**src/rtl/decode_ctrl_stage.sv**
```systemverilog
// decode_ctrl_stage: RV32I(+M) instruction decode feeding the ID/EX control
// register. It decodes the instruction combinationally and registers the
// result into the EX word, with flush, stall and bubble handling. A divide
// occupancy counter holds the EX word while the iterative divider runs.
module decode_ctrl_stage #(
  parameter int M_EXT       = 1,
  parameter int FULL_BRANCH = 1,
  parameter int DIV_CYCLES  = 33
) (
  input  logic        clk,
  input  logic        rst,
  input  logic [31:0] instr_i,
  input  logic        instr_valid_i,
  input  logic        stall_i,
  input  logic        flush_i,
  output logic        valid_e,
  output logic        jal_e,
  output logic        jalr_e,
  output logic        load_npc_e,
  output logic        mem_to_reg_e,
  output logic        alu_src1_e,
  output logic [2:0]  reg_write_e,
  output logic [3:0]  mem_write_e,
  output logic [1:0]  reg_read_e,
  output logic [2:0]  branch_type_e,
  output logic [4:0]  alu_ctrl_e,
  output logic [1:0]  alu_src2_e,
  output logic [2:0]  imm_type_e,
  output logic        illegal_e,
  output logic        md_start_e,
  output logic        md_busy_o
);

  // Counter is sized so DIV_CYCLES-1 always fits.
  localparam int CNT_W = $clog2(DIV_CYCLES);
  localparam logic [CNT_W-1:0] CNT_LOAD = CNT_W'(DIV_CYCLES - 1);

  // Major opcodes
  localparam logic [6:0] OPC_LUI    = 7'b0110111;
  localparam logic [6:0] OPC_AUIPC  = 7'b0010111;
  localparam logic [6:0] OPC_JAL    = 7'b1101111;
  localparam logic [6:0] OPC_JALR   = 7'b1100111;
  localparam logic [6:0] OPC_BRANCH = 7'b1100011;
  localparam logic [6:0] OPC_LOAD   = 7'b0000011;
  localparam logic [6:0] OPC_STORE  = 7'b0100011;
  localparam logic [6:0] OPC_OPIMM  = 7'b0010011;
  localparam logic [6:0] OPC_OP     = 7'b0110011;

  // Register write / load type
  localparam logic [2:0] RW_NONE = 3'd0;
  localparam logic [2:0] RW_LB   = 3'd1;
  localparam logic [2:0] RW_LH   = 3'd2;
  localparam logic [2:0] RW_LW   = 3'd3;
  localparam logic [2:0] RW_LBU  = 3'd4;
  localparam logic [2:0] RW_LHU  = 3'd5;

  // Branch types
  localparam logic [2:0] BR_BEQ  = 3'd1;
  localparam logic [2:0] BR_BNE  = 3'd2;
  localparam logic [2:0] BR_BLT  = 3'd3;
  localparam logic [2:0] BR_BLTU = 3'd4;
  localparam logic [2:0] BR_BGE  = 3'd5;
  localparam logic [2:0] BR_BGEU = 3'd6;

  // ALU operations (M-extension ops are 16 + fn3)
  localparam logic [4:0] ALU_SLL  = 5'd0;
  localparam logic [4:0] ALU_SRL  = 5'd1;
  localparam logic [4:0] ALU_SRA  = 5'd2;
  localparam logic [4:0] ALU_ADD  = 5'd3;
  localparam logic [4:0] ALU_SUB  = 5'd4;
  localparam logic [4:0] ALU_XOR  = 5'd5;
  localparam logic [4:0] ALU_OR   = 5'd6;
  localparam logic [4:0] ALU_AND  = 5'd7;
  localparam logic [4:0] ALU_SLT  = 5'd8;
  localparam logic [4:0] ALU_SLTU = 5'd9;
  localparam logic [4:0] ALU_LUI  = 5'd10;

  // Second ALU operand select
  localparam logic [1:0] SRC2_RS2   = 2'b00;
  localparam logic [1:0] SRC2_SHAMT = 2'b01;
  localparam logic [1:0] SRC2_IMM   = 2'b10;

  // Immediate formats
  localparam logic [2:0] IMM_R = 3'd0;
  localparam logic [2:0] IMM_I = 3'd1;
  localparam logic [2:0] IMM_S = 3'd2;
  localparam logic [2:0] IMM_B = 3'd3;
  localparam logic [2:0] IMM_U = 3'd4;
  localparam logic [2:0] IMM_J = 3'd5;

  typedef struct packed {
    logic       valid;
    logic       jal;
    logic       jalr;
    logic       load_npc;
    logic       mem_to_reg;
    logic       alu_src1;
    logic [2:0] reg_write;
    logic [3:0] mem_write;
    logic [1:0] reg_read;
    logic [2:0] branch_type;
    logic [4:0] alu_ctrl;
    logic [1:0] alu_src2;
    logic [2:0] imm_type;
    logic       illegal;
  } ctrl_t;

  // The bubble is a harmless ADD with I-format immediate and no side effects.
  function automatic ctrl_t bubble_word();
    ctrl_t w;
    w          = '0;
    w.alu_ctrl = ALU_ADD;
    w.imm_type = IMM_I;
    return w;
  endfunction

  logic [6:0] opcode;
  logic [2:0] fn3;
  logic [6:0] fn7;
  assign opcode = instr_i[6:0];
  assign fn3    = instr_i[14:12];
  assign fn7    = instr_i[31:25];

  // Register specifiers and immediates are consumed downstream, not here.
  logic unused_instr_bits;
  assign unused_instr_bits = ^{instr_i[24:15], instr_i[11:7]};

  // Store byte mask: lane gi is written when it lies within the 2^fn3 byte access.
  logic [3:0] store_mask;
  for (genvar gi = 0; gi < 4; gi++) begin : g_store_mask
    assign store_mask[gi] = (32'(gi) < (32'd1 << fn3[1:0]));
  end

  ctrl_t dec_word;
  logic  dec_is_div;
  logic  dec_bad;

  // Combinational decode of the ID-stage instruction; illegal words collapse to a flagged bubble.
  always_comb begin
    dec_word       = bubble_word();
    dec_word.valid = 1'b1;
    dec_is_div     = 1'b0;
    dec_bad        = 1'b0;
    case (opcode)
      OPC_LUI: begin
        dec_word.imm_type  = IMM_U;
        dec_word.alu_ctrl  = ALU_LUI;
        dec_word.reg_write = RW_LW;
        dec_word.alu_src2  = SRC2_IMM;
      end
      OPC_AUIPC: begin
        dec_word.imm_type  = IMM_U;
        dec_word.alu_src1  = 1'b1;
        dec_word.reg_write = RW_LW;
        dec_word.alu_src2  = SRC2_IMM;
      end
      OPC_JAL: begin
        dec_word.imm_type  = IMM_J;
        dec_word.jal       = 1'b1;
        dec_word.load_npc  = 1'b1;
        dec_word.reg_write = RW_LW;
        dec_word.alu_src2  = SRC2_IMM;
      end
      OPC_JALR: begin
        dec_word.imm_type  = IMM_I;
        dec_word.jalr      = 1'b1;
        dec_word.load_npc  = 1'b1;
        dec_word.reg_write = RW_LW;
        dec_word.alu_src2  = SRC2_IMM;
        if (fn3 != 3'b000) begin
          dec_bad = 1'b1;
        end
      end
      OPC_BRANCH: begin
        dec_word.imm_type = IMM_B;
        dec_word.alu_src2 = SRC2_RS2;
        case (fn3)
          3'b000:  dec_word.branch_type = BR_BEQ;
          3'b001:  dec_word.branch_type = BR_BNE;
          3'b100:  dec_word.branch_type = BR_BLT;
          3'b101:  dec_word.branch_type = BR_BGE;
          3'b110:  dec_word.branch_type = BR_BLTU;
          3'b111:  dec_word.branch_type = BR_BGEU;
          default: dec_bad = 1'b1;
        endcase
        // Reduced branch unit only compares for equality.
        if (FULL_BRANCH == 0 && fn3[2]) begin
          dec_bad = 1'b1;
        end
      end
      OPC_LOAD: begin
        dec_word.imm_type   = IMM_I;
        dec_word.mem_to_reg = 1'b1;
        dec_word.alu_src2   = SRC2_IMM;
        case (fn3)
          3'b000:  dec_word.reg_write = RW_LB;
          3'b001:  dec_word.reg_write = RW_LH;
          3'b010:  dec_word.reg_write = RW_LW;
          3'b100:  dec_word.reg_write = RW_LBU;
          3'b101:  dec_word.reg_write = RW_LHU;
          default: dec_bad = 1'b1;
        endcase
      end
      OPC_STORE: begin
        dec_word.imm_type  = IMM_S;
        dec_word.alu_src2  = SRC2_IMM;
        dec_word.mem_write = store_mask;
        if (fn3 > 3'b010) begin
          dec_bad = 1'b1;
        end
      end
      OPC_OPIMM: begin
        dec_word.imm_type  = IMM_I;
        dec_word.reg_write = RW_LW;
        dec_word.alu_src2  = SRC2_IMM;
        case (fn3)
          3'b000: dec_word.alu_ctrl = ALU_ADD;
          3'b010: dec_word.alu_ctrl = ALU_SLT;
          3'b011: dec_word.alu_ctrl = ALU_SLTU;
          3'b100: dec_word.alu_ctrl = ALU_XOR;
          3'b110: dec_word.alu_ctrl = ALU_OR;
          3'b111: dec_word.alu_ctrl = ALU_AND;
          3'b001: begin
            dec_word.alu_ctrl = ALU_SLL;
            dec_word.alu_src2 = SRC2_SHAMT;
            if (fn7 != 7'b0000000) begin
              dec_bad = 1'b1;
            end
          end
          default: begin
            dec_word.alu_src2 = SRC2_SHAMT;
            if (fn7 == 7'b0000000) begin
              dec_word.alu_ctrl = ALU_SRL;
            end else if (fn7 == 7'b0100000) begin
              dec_word.alu_ctrl = ALU_SRA;
            end else begin
              dec_bad = 1'b1;
            end
          end
        endcase
      end
      OPC_OP: begin
        dec_word.imm_type  = IMM_R;
        dec_word.reg_write = RW_LW;
        dec_word.alu_src2  = SRC2_RS2;
        case (fn7)
          7'b0000000: begin
            case (fn3)
              3'b000:  dec_word.alu_ctrl = ALU_ADD;
              3'b001:  dec_word.alu_ctrl = ALU_SLL;
              3'b010:  dec_word.alu_ctrl = ALU_SLT;
              3'b011:  dec_word.alu_ctrl = ALU_SLTU;
              3'b100:  dec_word.alu_ctrl = ALU_XOR;
              3'b101:  dec_word.alu_ctrl = ALU_SRL;
              3'b110:  dec_word.alu_ctrl = ALU_OR;
              default: dec_word.alu_ctrl = ALU_AND;
            endcase
          end
          7'b0100000: begin
            case (fn3)
              3'b000:  dec_word.alu_ctrl = ALU_SUB;
              3'b101:  dec_word.alu_ctrl = ALU_SRA;
              default: dec_bad = 1'b1;
            endcase
          end
          7'b0000001: begin
            if (M_EXT != 0) begin
              // MUL..REMU map to 16..23; fn3[2] selects the divider family.
              dec_word.alu_ctrl = {2'b10, fn3};
              dec_is_div        = fn3[2];
            end else begin
              dec_bad = 1'b1;
            end
          end
          default: dec_bad = 1'b1;
        endcase
      end
      default: dec_bad = 1'b1;
    endcase

    case (dec_word.imm_type)
      IMM_R, IMM_S, IMM_B: dec_word.reg_read = 2'b11;
      IMM_I:               dec_word.reg_read = 2'b10;
      default:             dec_word.reg_read = 2'b00;
    endcase

    if (dec_bad) begin
      dec_word         = bubble_word();
      dec_word.valid   = 1'b1;
      dec_word.illegal = 1'b1;
      dec_is_div       = 1'b0;
    end
  end

  ctrl_t            ex_reg;
  ctrl_t            ex_next;
  logic             md_start_reg;
  logic             md_start_next;
  logic [CNT_W-1:0] cnt_reg;
  logic [CNT_W-1:0] cnt_next;
  logic             hold;

  assign md_busy_o = (cnt_reg != '0);
  assign hold      = stall_i | md_busy_o;

  // Next EX word and divider count: flush beats hold, hold beats load; the counter runs through stalls.
  always_comb begin
    ex_next       = ex_reg;
    md_start_next = 1'b0;
    cnt_next      = cnt_reg;
    if (flush_i) begin
      ex_next  = bubble_word();
      cnt_next = '0;
    end else begin
      if (md_busy_o) begin
        cnt_next = cnt_reg - 1'b1;
      end
      if (!hold) begin
        if (instr_valid_i) begin
          ex_next       = dec_word;
          md_start_next = dec_is_div;
          if (dec_is_div) begin
            cnt_next = CNT_LOAD;
          end
        end else begin
          ex_next = bubble_word();
        end
      end
    end
  end

  // ID/EX register state with synchronous reset to the bubble word.
  always_ff @(posedge clk) begin
    if (rst) begin
      ex_reg       <= bubble_word();
      md_start_reg <= 1'b0;
      cnt_reg      <= '0;
    end else begin
      ex_reg       <= ex_next;
      md_start_reg <= md_start_next;
      cnt_reg      <= cnt_next;
    end
  end

  assign valid_e       = ex_reg.valid;
  assign jal_e         = ex_reg.jal;
  assign jalr_e        = ex_reg.jalr;
  assign load_npc_e    = ex_reg.load_npc;
  assign mem_to_reg_e  = ex_reg.mem_to_reg;
  assign alu_src1_e    = ex_reg.alu_src1;
  assign reg_write_e   = ex_reg.reg_write;
  assign mem_write_e   = ex_reg.mem_write;
  assign reg_read_e    = ex_reg.reg_read;
  assign branch_type_e = ex_reg.branch_type;
  assign alu_ctrl_e    = ex_reg.alu_ctrl;
  assign alu_src2_e    = ex_reg.alu_src2;
  assign imm_type_e    = ex_reg.imm_type;
  assign illegal_e     = ex_reg.illegal;
  assign md_start_e    = md_start_reg;

endmodule

```
**config.mk**
```make
export PLATFORM = sky130hd
export DESIGN_NAME = decode_ctrl_stage
export DESIGN_NICKNAME = d
export VERILOG_FILES = /design/src/rtl/decode_ctrl_stage.sv
export SDC_FILE = /design/constraint.sdc
export NUM_CORES = 1
export LEC_CHECK = 0
export ABC_CLOCK_PERIOD_IN_PS = 2300
export CORE_MARGIN = 4
export CORE_UTILIZATION = 46
export CTS_BUF_LIST = sky130_fd_sc_hd__clkbuf_2
export CTS_CLUSTER_SIZE = 20
export DETAILED_ROUTE_END_ITERATION = 8
export PLACE_DENSITY_LB_ADDON = 0.3
export SLEW_MARGIN = 20
export SYNTH_ARGS = -nofsm -noshare
export SYNTH_HDL_FRONTEND = slang
export SYNTH_SLANG_ARGS = --single-unit
```
**constraint.sdc**
```tcl
create_clock -name clk -period 2.3 [get_ports clk]
set_input_delay 0.46 -clock clk [delete_from_list [all_inputs] [get_ports clk]]
set_output_delay 0.46 -clock clk [all_outputs]
set_load 0.01 [all_outputs]
```
# == Word-level counts from Yosys, hierarchy flattened ==
# Cells that the tools add are included.
# word_totals
elab_cells,105
out_inout_bits,31
ff_bits,36
inputBits,37
# op_classes
n_eq_ne,21
magnitude_cmp,5
n_reduce_logical,19
shifts,1
n_bitwise,2
n_addsub,1
mux,40
# ops
cell,n
$lt A1 B32 Y1 const A,2
$lt A2 B32 Y1 const A,2
$pmux W4 S7,2
$pmux W5 S7,1
$shl A1 B2 Y32 const A,1
$pmux W5 S3,2
$mux W29,1
$eq A7 B6 Y1 const B,4
$mux W28,1
$mux W6,4
$eq A7 B7 Y1 const B,3
$pmux W3 S6,1
$reduce_or A6 Y1,3
$mux W1,17
$pmux W3 S5,1
$eq A7 B5 Y1 const B,2
$eq A3 B2 Y1 const B,4
$eq A3 B3 Y1 const B,4
$pmux W3 S2,2
$reduce_or A2 Y1,6
$eq A7 B1 Y1 const B,1
$eq A7 B2 Y1 const B,1
$logic_not A7 Y1,1
$pmux W1 S7,1
other kinds (17),22

# == Logic depth before layout (Yosys ltp) ==
# logic_depth
word_depth,9
mapped_depth,9
ltp_nobuf,8

# == Worst setup path before layout ==
# Ideal clock, no wire load.
# synth_timing
kind,reg-to-output
from,register cnt_reg[0]
to,output port md_busy_o
path_slack_ns,0.287
arrival_ns,1.553
n_path_buf,0
required_ns,1.840
path_stages_with_launch,6
cell_sequence,dfxtp_1 inv_1 ha_1 or3b_4 nor3_1 inv_1
# synth_via
elab_chain_cells,1
# synth_rtl
element,line_no,source
start: declaration,299,logic [CNT_W-1:0] cnt_reg;
start signal: assignment,341,cnt_reg <= cnt_next;
$reduce_bool A6 Y1,303,assign md_busy_o = (cnt_reg != '0);
end: declaration,31,output logic md_busy_o
# Every way passes these cells.

# == Final worst setup path ==
# layout_timing
from,register cnt_reg[1]
to,"register md_start_reg, in the netlist md_start_e"
# layout_via
elab_chain_cells,3
# layout_rtl
element,line_no,source
$reduce_bool A6 Y1,303,
$or A1 B1 Y1,304,assign hold = stall_i | md_busy_o;
$reduce_or A4 Y1 (no line),--,
end signal: assignment,340,md_start_reg <= md_start_next;
end: declaration,297,logic md_start_reg;
# Every way passes these cells.
# A chain may end at the register's enable or synchronous reset.

==> run_summary.xml <==
<?xml version="1.0" encoding="UTF-8"?>
<metrics>
  <group name="status">
    <metric name="outcome" unit="">finished clean</metric>
  </group>
  <group name="final_layout">
    <metric name="regArea" unit="um2">723</metric>
    <metric name="largest_register_ff_count" unit="">6</metric>
    <metric name="layout.cells.non_filler" unit="">384</metric>
    <metric name="multi_input_area" unit="um2">1140</metric>
    <metric name="nNetsFinal" unit="">371</metric>
    <metric name="fillCellCount" unit="">319</metric>
    <metric name="fin_util" unit="%">72.8</metric>
    <metric name="layout-drive-gt1-share" unit="%">22.2</metric>
    <metric name="syn_to_final_growth" unit="%">53.0</metric>
    <metric name="antenna_cells_inserted" unit="">0</metric>
  </group>
  <group name="clock_network">
    <metric name="number_of_buffers_on_the_longest_clock_path" unit="">2</metric>
    <metric name="path_clk_slew" unit="ns">0.19</metric>
    <metric name="tritoncts" unit="">done</metric>
    <metric name="cts-buffers-inserted" unit="">5</metric>
    <metric name="clock_latency" unit="ns">0.40</metric>
    <metric name="cts-htree-levels" unit="">2</metric>
    <metric name="cts.root.buffer_cell" unit="">clkbuf_2</metric>
    <metric name="clkSinkCount" unit="">36</metric>
  </group>
  <group name="power_and_ir_drop">
    <metric name="leakage" unit="nW">1.12</metric>
    <metric name="power.density" unit="nW/um2">778</metric>
    <metric name="clock_power_share" unit="%">27.5</metric>
    <metric name="combPwrFrac" unit="%">41.2</metric>
    <metric name="ir_drop" unit="V">0.000461</metric>
    <metric name="netSwitchingFraction" unit="%">32.6</metric>
    <metric name="power_report.internal_total" unit="mW">1.54</metric>
    <metric name="seq_power_share" unit="%">31.2</metric>
    <metric name="total_switching_power" unit="mW">0.743</metric>
  </group>
  <group name="sta">
    <metric name="final_hold_viol_count" unit="">0</metric>
    <metric name="hold_slack" unit="ns">0.462</metric>
    <metric name="timing.setup.tns" unit="ns">0</metric>
    <metric name="post-route-period-util" unit="%">97.0</metric>
    <metric name="grt_setup_unrepaired" unit="">false</metric>
    <metric name="max-slew-margin-rel" unit="%">72.8</metric>
    <metric name="period_minus_slack" unit="ns">2.23</metric>
    <metric name="worst_slew_pin_slew" unit="ns">0.405</metric>
    <metric name="fin_skew" unit="ns">0.0122</metric>
    <metric name="count_of_endpoints_failing_setup_in_the_final_report" unit="">0</metric>
    <metric name="peak_freq" unit="MHz">448</metric>
    <metric name="slew_violations" unit="">0</metric>
  </group>
  <group name="setup_path">
    <metric name="reg2reg_slack" unit="ns">0.07</metric>
    <metric name="timing.critical_path.slowest_stage_cell" unit="">or4_4</metric>
    <metric name="crit_type" unit="">reg2reg</metric>
    <metric name="cp-end-kind" unit="">flop</metric>
    <metric name="crit-reg2reg-launch" unit="">cnt_reg[1]</metric>
    <metric name="crit_chain" unit="">inv_1, ha_2, or3b_4, buf_4, nor4_4, nand2_2, or4_4, nor4_4</metric>
    <metric name="rr_endpoint" unit="">md_start_e</metric>
    <metric name="timing.critical_path.to" unit="">md_start_e</metric>
    <metric name="critical_path_peak_fanout" unit="">5</metric>
    <metric name="ff2ff_path_depth" unit="">8</metric>
    <metric name="critPathRequiredTime" unit="ns">2.61</metric>
    <metric name="slowest_delay" unit="ns">0.54</metric>
    <metric name="timing.critical_path.from" unit="">cnt_reg[1]</metric>
    <metric name="crit_path_start_kind" unit="">flop</metric>
    <metric name="timing.critical_path.buf_inv" unit="">2</metric>
    <metric name="timing.critical_path.mode_cell" unit="">nor4_4</metric>
    <metric name="cp_data_arrival_time" unit="ns">2.54</metric>
    <metric name="crit_cells" unit="">8</metric>
    <metric name="cp_top_family" unit="">simple AND/OR/NAND/NOR gates</metric>
  </group>
  <group name="route">
    <metric name="dr.pass1.iters" unit="">5</metric>
    <metric name="1st_iter_drt_viols" unit="">124</metric>
    <metric name="wl" unit="um">5540</metric>
    <metric name="ant_nets" unit="">0</metric>
    <metric name="detail_route.drc_violations" unit="">0</metric>
    <metric name="routed_via_count_divided_by_cell_count" unit="">5.60</metric>
    <metric name="detailroute.via_count" unit="">2151</metric>
    <metric name="wl_per_cell" unit="um">14.4</metric>
  </group>
  <group name="synthesis">
    <metric name="postSynthCellCount" unit="">238</metric>
    <metric name="synth_ff_type" unit="">dfxtp_1</metric>
    <metric name="synth_nets" unit="">276</metric>
    <metric name="post_synth.cell_area_avg" unit="um2">8.05</metric>
    <metric name="synth-seq-cells" unit="">36</metric>
    <metric name="syn-cell-area" unit="um2">1920</metric>
    <metric name="synth_seq_area_share" unit="%">37.6</metric>
    <metric name="synth-edff-count" unit="">0</metric>
    <metric name="yosys_warnings" unit="">0</metric>
    <metric name="synth_async_sr_flop_share" unit="%">0</metric>
    <metric name="synth_cell_types" unit="">50</metric>
  </group>
  <group name="placed_design">
    <metric name="gpl.final_weighted_congestion" unit="">0.956</metric>
    <metric name="dp_hpwl" unit="um">4280</metric>
    <metric name="port_buffers" unit="">52</metric>
    <metric name="dpl.cell_count" unit="">372</metric>
  </group>
  <group name="die">
    <metric name="initial_core_util" unit="%">47.6</metric>
    <metric name="die_area" unit="um2">5260</metric>
    <metric name="die_width" unit="um">72.6</metric>
    <metric name="die-height" unit="um">72.6</metric>
    <metric name="io_pins" unit="">68</metric>
    <metric name="core_outline_area" unit="um2">4030</metric>
    <metric name="floorplan.rows" unit="">23</metric>
  </group>
  <group name="grt">
    <metric name="global_route_wire_length_before_repair" unit="um">9070</metric>
    <metric name="antenna_found_initial" unit="">0</metric>
    <metric name="grt_util_all_layers" unit="%">22.1</metric>
    <metric name="grt_overflow_total" unit="">0</metric>
    <metric name="largest_net_degree_at_the_start_of_global_routing" unit="">20</metric>
    <metric name="via_count_of_the_first_global_routing_pass" unit="">1969</metric>
  </group>
  <group name="worst_hold_path">
    <metric name="min_path_type" unit="">reg2reg</metric>
  </group>
  <group name="flow_run">
    <metric name="max-cap-violations" unit="">0</metric>
  </group>
</metrics>
-- cell usage after synthesis (2+ instances only) --
| cell | n | area share (%) |
|---|---|---|
| nor2_1 | 27 | 5.3 |
| nand2b_1 | 3 | 0.98 |
| o31ai_1 | 7 | 2.7 |
| nor2b_1 | 4 | 1.3 |
| dfxtp_1 | 36 | 38 |
| a22o_1 | 6 | 2.7 |
| nor4_1 | 3 | 0.98 |
| o31a_1 | 3 | 1.4 |
| nand3_1 | 3 | 0.78 |
| o21a_1 | 2 | 0.78 |
| clkbuf_1 | 5 | 0.98 |
| buf_2 | 4 | 1.0 |
| nand4b_1 | 2 | 0.91 |
| nand2_1 | 37 | 7.2 |
| a22oi_1 | 3 | 1.2 |
| xnor2_1 | 2 | 0.91 |
| nor4_4 | 2 | 2.2 |
| buf_6 | 2 | 1.2 |
| a32o_1 | 2 | 1.0 |
| nand3b_1 | 3 | 1.2 |
| nand4_1 | 2 | 0.65 |
| or4_1 | 4 | 1.6 |
| o21ai_0 | 21 | 5.5 |
| inv_1 | 5 | 0.98 |
| a21oi_1 | 17 | 4.4 |
| nor3_1 | 9 | 2.3 |
-- routing by layer --
layer	up-vias	GRT usage, %	share of wire [%]
met1	1001	28.9	45
met5	-	0	0
met2	76	35.4	47
met3	8	4.16	6.4
met4	0	9.43	1.6
li1	1066	-	-
-- area by class of cell --
type | instances | share of cell area (%)
multi-input cells | 185 | 38.8
repair buffers | 100 | 29.9
flip-flops and latches | 36 | 24.7
clock inverters | 3 | 3.07
well taps | 50 | 2.13
clock buffers | 5 | 0.853
inverters | 5 | 0.640
-- logic make-up (layout without fill, tap and decap cells) --
kind of cell / Yosys count / count (layout) / synth area share, %
compound gates: 70 / 70 / 23.6
buf+inv: 17 / 113 / 4.44
simple gates: 111 / 111 / 32.3
xor+xnor: 3 / 3 / 1.37
flops: 36 / 36 / 37.6
fa+ha+maj: 1 / 1 / 0.653
-- per-stage QoR --
step           total power, mW  worst slack [ns]  instance area, um2
6_report                  2.28            0.0694                2930
5_1_grt                   2.43            0.0131                2930
4_1_cts                   2.25            0.0622                2910
3_5_place_dp              1.57            -0.220                2760
3_3_place_gp              1.54            -0.206                2760
2_1_floorplan             1.23             0.287                1920
-- worst register-to-register path, cell delays in order, from the launching register on --
cell,delay [ns]
dfxtp_2,0.36
inv_1,0.06
ha_2,0.17
or3b_4,0.39
buf_4,0.17
nor4_4,0.18
nand2_2,0.13
or4_4,0.54
nor4_4,0.15
-- repair_timing --
action | CTS | global route
buffers inserted | 3 | 1
hold buffers | 0 | 0
gates resized for setup | 9 | 3
pin swaps | 1 | 1
hold endpoints to repair | 0 | 0
endpoints found under the setup margin | 1 | 2
cloned | 0 | 0
-- placed cells by master (no fill, tap or decap), types with 2 or more instances in the layout --
cell type | synthesis | final
nor3_1 | 9 | 8
nand4b_1 | 2 | 2
nor4_1 | 3 | 3
nand4_1 | 2 | 2
a22oi_1 | 3 | 3
nand3_1 | 3 | 3
o21ai_0 | 21 | 21
nand3b_1 | 3 | 3
buf_4 | 0 | 48
inv_1 | 5 | 4
o31ai_1 | 7 | 7
nand2b_1 | 3 | 3
dfxtp_1 | 36 | 34
a22o_1 | 6 | 6
xnor2_1 | 2 | 2
clkdlybuf4s50_1 | 0 | 51
or4_4 | 1 | 2
dfxtp_2 | 0 | 2
a21oi_1 | 17 | 17
nor2_1 | 27 | 27
nor2b_1 | 4 | 4
a32o_1 | 2 | 2
clkbuf_2 | 1 | 5
nand2_1 | 37 | 37
nor4_4 | 2 | 3
o21a_1 | 2 | 2
or4_1 | 4 | 3
bufinv_16 | 0 | 3
o31a_1 | 3 | 3
-- how the worst min path moves through the flow --
stage	cells after the start	from	slack, ns	endpoint
final	2	jalr_e	0.46	jalr_e
after global routing	2	mem_write_e[2]	0.50	mem_write_e[2]
after CTS	2	jalr_e	0.47	jalr_e
after detailed placement	2	mem_write_e[3]	0.45	mem_write_e[3]
after global placement	2	mem_write_e[1]	0.43	mem_write_e[1]
after floorplan	2	cnt_reg[3]	0.46	cnt_reg[3]
-- power by group through the flow --
stage               sequential [mW]  clock (mW)  combinational, mW
global route                  0.719       0.663               1.05
finish                        0.712       0.628              0.941
global placement              0.719           0              0.824
detailed placement            0.724           0              0.843
CTS                           0.710       0.633              0.910
floorplan                     0.716           0              0.510
Power figures use the tool's default switching activity.
